--- src/rtl/sn_stream_decoder.sv ---
// Windowed ones-counter for N stochastic streams with a START/BUSY/DONE handshake.
// Define SN_DECODER_ARGMAX_EN to compile in the sequential argmax scan (MAX_IDX/MAX_VAL).
module sn_stream_decoder #(
   parameter int N        = 25,
   parameter int WIN_LOG2 = 8,
   parameter int SETTLE   = 4,
   parameter int IDXW     = 5
) (
   input  logic                      CLK,
   input  logic                      INIT_N,
   input  logic                      START,
   input  logic                      ABORT,
   input  logic                      HOLD,
   input  logic [N-1:0]              STREAM_IN,
   output logic                      BUSY,
   output logic                      DONE,
   output logic [N*(WIN_LOG2+1)-1:0] COUNT_OUT,
   output logic [IDXW-1:0]           MAX_IDX,
   output logic [WIN_LOG2:0]         MAX_VAL
);
   localparam int CW = WIN_LOG2 + 1;
   localparam int SW = (SETTLE > 1) ? $clog2(SETTLE) : 1;
   localparam logic [SW-1:0] SETTLE_LAST = SW'((SETTLE > 0) ? SETTLE - 1 : 0);
   localparam logic [CW-1:0] CNT_MAX = CW'(1 << WIN_LOG2);

   typedef enum logic [2:0] {
      ST_IDLE,
      ST_SETTLE,
      ST_COUNT,
`ifdef SN_DECODER_ARGMAX_EN
      ST_SCAN,
`endif
      ST_FINISH
   } state_t;

   state_t              state_q, state_d;
   logic                start_q, start_d;
   logic [SW-1:0]       settle_q, settle_d;
   logic [WIN_LOG2-1:0] win_q, win_d;
   logic [CW-1:0]       cnt_q [N];
   logic [CW-1:0]       cnt_d [N];
   logic                done_q, done_d;
   logic [N*CW-1:0]     count_out_q, count_out_d;
   logic                load;

`ifdef SN_DECODER_ARGMAX_EN
   localparam logic [IDXW-1:0] LAST_IDX = IDXW'(N - 1);

   logic [IDXW-1:0] scan_idx_q, scan_idx_d;
   logic [CW-1:0]   run_max_q, run_max_d;
   logic [IDXW-1:0] run_idx_q, run_idx_d;
   logic [IDXW-1:0] max_idx_q, max_idx_d;
   logic [CW-1:0]   max_val_q, max_val_d;
   logic [CW-1:0]   cand;
`endif

   always_ff @(posedge CLK or negedge INIT_N) begin
      if (!INIT_N) begin
         state_q     <= ST_IDLE;
         start_q     <= 1'b0;
         settle_q    <= '0;
         win_q       <= '0;
         cnt_q       <= '{default: '0};
         done_q      <= 1'b0;
         count_out_q <= '0;
`ifdef SN_DECODER_ARGMAX_EN
         scan_idx_q  <= '0;
         run_max_q   <= '0;
         run_idx_q   <= '0;
         max_idx_q   <= '0;
         max_val_q   <= '0;
`endif
      end else begin
         state_q     <= state_d;
         start_q     <= start_d;
         settle_q    <= settle_d;
         win_q       <= win_d;
         cnt_q       <= cnt_d;
         done_q      <= done_d;
         count_out_q <= count_out_d;
`ifdef SN_DECODER_ARGMAX_EN
         scan_idx_q  <= scan_idx_d;
         run_max_q   <= run_max_d;
         run_idx_q   <= run_idx_d;
         max_idx_q   <= max_idx_d;
         max_val_q   <= max_val_d;
`endif
      end
   end

   // START is only captured while idle, so a request made while busy is never queued.
   always_comb begin
      state_d     = state_q;
      start_d     = START & ~ABORT & (state_q == ST_IDLE);
      settle_d    = settle_q;
      win_d       = win_q;
      cnt_d       = cnt_q;
      count_out_d = count_out_q;
      load        = 1'b0;
`ifdef SN_DECODER_ARGMAX_EN
      scan_idx_d  = scan_idx_q;
      run_max_d   = run_max_q;
      run_idx_d   = run_idx_q;
      max_idx_d   = max_idx_q;
      max_val_d   = max_val_q;
      cand        = '0;
      for (int i = 0; i < N; i++) begin
         if (scan_idx_q == IDXW'(i)) cand = cnt_q[i];
      end
`endif

      unique case (state_q)
         ST_IDLE: begin
            if (start_q) begin
               if (SETTLE == 0) begin
                  state_d = ST_COUNT;
                  win_d   = '0;
                  cnt_d   = '{default: '0};
               end else begin
                  state_d  = ST_SETTLE;
                  settle_d = '0;
               end
            end
         end
         ST_SETTLE: begin
            if (!HOLD) begin
               if (settle_q == SETTLE_LAST) begin
                  state_d = ST_COUNT;
                  win_d   = '0;
                  cnt_d   = '{default: '0};
               end else begin
                  settle_d = settle_q + SW'(1);
               end
            end
         end
         ST_COUNT: begin
            if (!HOLD) begin
               for (int i = 0; i < N; i++) begin
                  if (STREAM_IN[i] && (cnt_q[i] != CNT_MAX)) cnt_d[i] = cnt_q[i] + CW'(1);
               end
               if (win_q == '1) begin
`ifdef SN_DECODER_ARGMAX_EN
                  state_d    = ST_SCAN;
                  scan_idx_d = '0;
                  run_max_d  = '0;
                  run_idx_d  = '0;
`else
                  state_d = ST_FINISH;
                  load    = 1'b1;
`endif
               end else begin
                  win_d = win_q + WIN_LOG2'(1);
               end
            end
         end
`ifdef SN_DECODER_ARGMAX_EN
         // Strictly-greater replacement keeps the lowest index on ties.
         ST_SCAN: begin
            if (cand > run_max_q) begin
               run_max_d = cand;
               run_idx_d = scan_idx_q;
            end
            if (scan_idx_q == LAST_IDX) begin
               state_d = ST_FINISH;
               load    = 1'b1;
            end else begin
               scan_idx_d = scan_idx_q + IDXW'(1);
            end
         end
`endif
         ST_FINISH: state_d = ST_IDLE;
         default:   state_d = ST_IDLE;
      endcase

      if (ABORT) begin
         state_d = ST_IDLE;
         load    = 1'b0;
      end

      // Results publish on the edge entering FINISH, together with the DONE pulse.
      done_d = load;
      if (load) begin
         for (int i = 0; i < N; i++) count_out_d[i*CW +: CW] = cnt_d[i];
`ifdef SN_DECODER_ARGMAX_EN
         max_idx_d = run_idx_d;
         max_val_d = run_max_d;
`endif
      end
   end

   assign BUSY      = (state_q != ST_IDLE);
   assign DONE      = done_q;
   assign COUNT_OUT = count_out_q;
`ifdef SN_DECODER_ARGMAX_EN
   assign MAX_IDX   = max_idx_q;
   assign MAX_VAL   = max_val_q;
`else
   assign MAX_IDX   = '0;
   assign MAX_VAL   = '0;
`endif

endmodule

--- config.mk ---
export PLATFORM = sky130hd
export DESIGN_NAME = sn_stream_decoder
export DESIGN_NICKNAME = d
export VERILOG_FILES = /design/src/rtl/sn_stream_decoder.sv
export SDC_FILE = /design/constraint.sdc
export NUM_CORES = 1
export LEC_CHECK = 0
export CAP_MARGIN = 20
export CORE_MARGIN = 4
export CORE_UTILIZATION = 45
export DETAILED_ROUTE_END_ITERATION = 16
export GPL_TIMING_DRIVEN = 0
export MAX_ROUTING_LAYER = met4
export PLACE_DENSITY = 0.65
export SETUP_SLACK_MARGIN = 0.1
export SKIP_LAST_GASP = 1
export SYNTH_ARGS = -nofsm -noshare
export SYNTH_HDL_FRONTEND = slang
export SYNTH_SLANG_ARGS = --single-unit
--- constraint.sdc ---
create_clock -name CLK -period 2.6 [get_ports CLK]
set_input_delay 0.65 -clock CLK [delete_from_list [all_inputs] [get_ports CLK]]
set_output_delay 0.65 -clock CLK [all_outputs]
set_load 0.01 [all_outputs]
==> metrics <==
asr flop ratio synth 100.0%; worst-path fanout max 10; worst-skew pair later-pin latency 620 ps; register clock-pin slew on the reported worst setup and hold paths 70 ps; syn_area_per_cell 9.967 um^2; Final Slew Violations 0; CTS buffer count 51; CP Launch Type flop; CTS H-tree lvls 2; final hold vios 0; final WL 97660 um; Mapped Area 23500 um^2; Synth top cells by count dfrtp_1, nand2_1, o21ai_0; total track usage 34.73%; R2R Setup Slk 70 ps; Post-DP HPWL 67840 um; port bufs 256; max-cap violations 0; outcome complete, no violations; sequential element share of the synthesized area 49.41%; Pwr Total 22.89 mW; arrival time worst endpoint 3010 ps; Post-Synth Adder-Cell Area 2.981%; gpl congestion 0.9663; Worst R2R End COUNT_OUT[124]; worst r2r src state_q[0]; Worst setup EP type flop; first-pass GRT wire length 140600 um; largest net degree at the start of global routing 123; CTS Sinks 464; number of enable flip-flop cells after synthesis 0; post-synthesis cell count 2358; Synth Area in XOR/XNOR 0.2236%; Residual DRC 0; Avg Vias per Cell 6.304; vias in the first global route 20770; count of cell types in the netlist 74; ys flop type dfrtp_1; share of layout cells above drive strength 1 16.64%; Synth area leaders dfrtp_1, mux2_2, o21ai_0; Boundary Pins 271; critical hold path startpoint COUNT_OUT[158]; row count 83; Area Growth Syn to Fin 28.06%; Layout Utilization 58.43%; Root Driver clkbuf_16; post-synthesis mux area share 9.658%; largest family of logic cells by synthesized area simple AND/OR/NAND/NOR gates; Synth Area in Compound Gates 15.30%; CTS tree built; post-route ant nets 0; clock tree buffer depth 3; Nets 2805; leakage power 13.44 nW; area leader, netlist dfrtp_1; Remaining Overflow, GRT 0; Setup CP Type reg2reg; top-count cell post-synth dfrtp_1; Final min period 2530 ps; final setup violation count 0; core area 51510 um^2; worst IR drop on VDD 0.5499 mV; FF-to-FF path depth 6; Final Cell Area 30100 um^2; initial core utilization 45.63%; Peak Freq 395.3 MHz; Slew @ Worst Pin 1046 ps; Worst Hold Depth 2; Rel. slew slack 30.30%; hold worst-path end COUNT_OUT[158]; top-area cell type share of the netlist area 49.41%; fin crit share 97.31%; RSZ-0062 raised after global routing true; WP data required 3080 ps; setup TNS 0 ps; Clock Skew 26.05 ps; register bit count reported by yosys 464; Hold WS 464.9 ps; Placed Area 27420 um^2; DR vias 21710; simple-gate portion of the synthesized area 18.25%; Min-Delay Path Class reg2reg; Synth warnings 0; die height 236.5 um; die width 236.5 um; DR pass1 iterations 6; PwrDens 760.5 nW/um^2; initial antenna violation count 12; number of DRC markers in iteration 0 2600; Routed wire per std cell 28.36 um; DIE AREA 55950 um^2
==> final cells by class <==
type                    count  area [um^2]
repair buffers            297         3197
fillers                  4519        21410
clock inverters            25        431.7
multi-input cells        1672        11150
inverters                  87        335.3
flip-flops and latches    464        11610
diodes                      6        15.01
clock buffers              67         1439
well taps                 680        850.8
plain buffers             146         1065
==> worst max-delay path by stage <==
| stage | from | endpoint | slack (ps) |
|---|---|---|---|
| global placement | INIT_N | COUNT_OUT[188] | -20050 |
| CTS | state_q[1] | COUNT_OUT[114] | 60 |
| global route | state_q[1] | COUNT_OUT[92] | 90 |
| detailed placement | HOLD | COUNT_OUT[145] | -2070 |
| floorplan | state_q[0] | COUNT_OUT[79] | 330 |
| finish | state_q[0] | COUNT_OUT[124] | 70 |
==> through the flow <==
step | cells | worst slack (ps)
final | 3444 | 70.06
after global routing | 3442 | 93.94
after CTS | 3437 | 64.15
after detailed placement | 3331 | -2073
after global placement | 3307 | -20050
after floorplan | 2371 | 328.0
==> routing by layer <==
layer	vias up	track usage, %	part of all wire [%]
met1	10820	47.50	41
met4	0	15.39	5.5
met2	1288	51.00	44
met3	276	6.219	9.6
li1	9328	-	-
met5	-	-	0
==> sequential cells by signal, summed over array words and instances, names as in the netlist <==
register and cells:
state_q 2, cnt_q 225, win_q 8, COUNT_OUT 225
DONE 1, settle_q 2, start_q 1
==> layout by cell type, fill, tap and decap left out, types with 48 or more instances in the layout <==
cell and n:
dfrtp_1 464, nand2_1 253, clkdlybuf4s50_1 253, o21ai_0 191, mux2_2 158, nor2_1 151, a21oi_1 89, inv_1 83
nand3_1 79, a31oi_1 67, clkbuf_16 55, ha_1 55, nand4_1 53, mux2i_1 48
==> kinds of logic after synthesis <==
logic type | Yosys count
flops | 464
other cells | 1
xor+xnor | 6
mux | 207
compound gates | 569
simple gates | 820
buf+inv | 235
fa+ha+maj | 56
==> critical path, stage by stage, from the launching register on <==
cell	delay (ps)
dfrtp_1	410
inv_2	80
ha_1	270
inv_1	130
clkbuf_1	770
o21ai_0	380
mux2_2	360
==> what timing repair did <==
item / CTS / global route
hold endpoints to repair: 23 / 0
cloned: 0 / 1
buffers inserted: 14 / 1
resized for setup: 203 / 66
endpoints found under the setup margin: 463 / 320
pin swaps: 0 / 3
hold buffers: 1 / 0
==> where the power goes <==
group          internal, mW  switching [mW]
logic                  1.89            5.20
registers              7.37           0.199
clock network          5.07            3.17
total                  14.3            8.56
(Power assumes the default switching activity.)
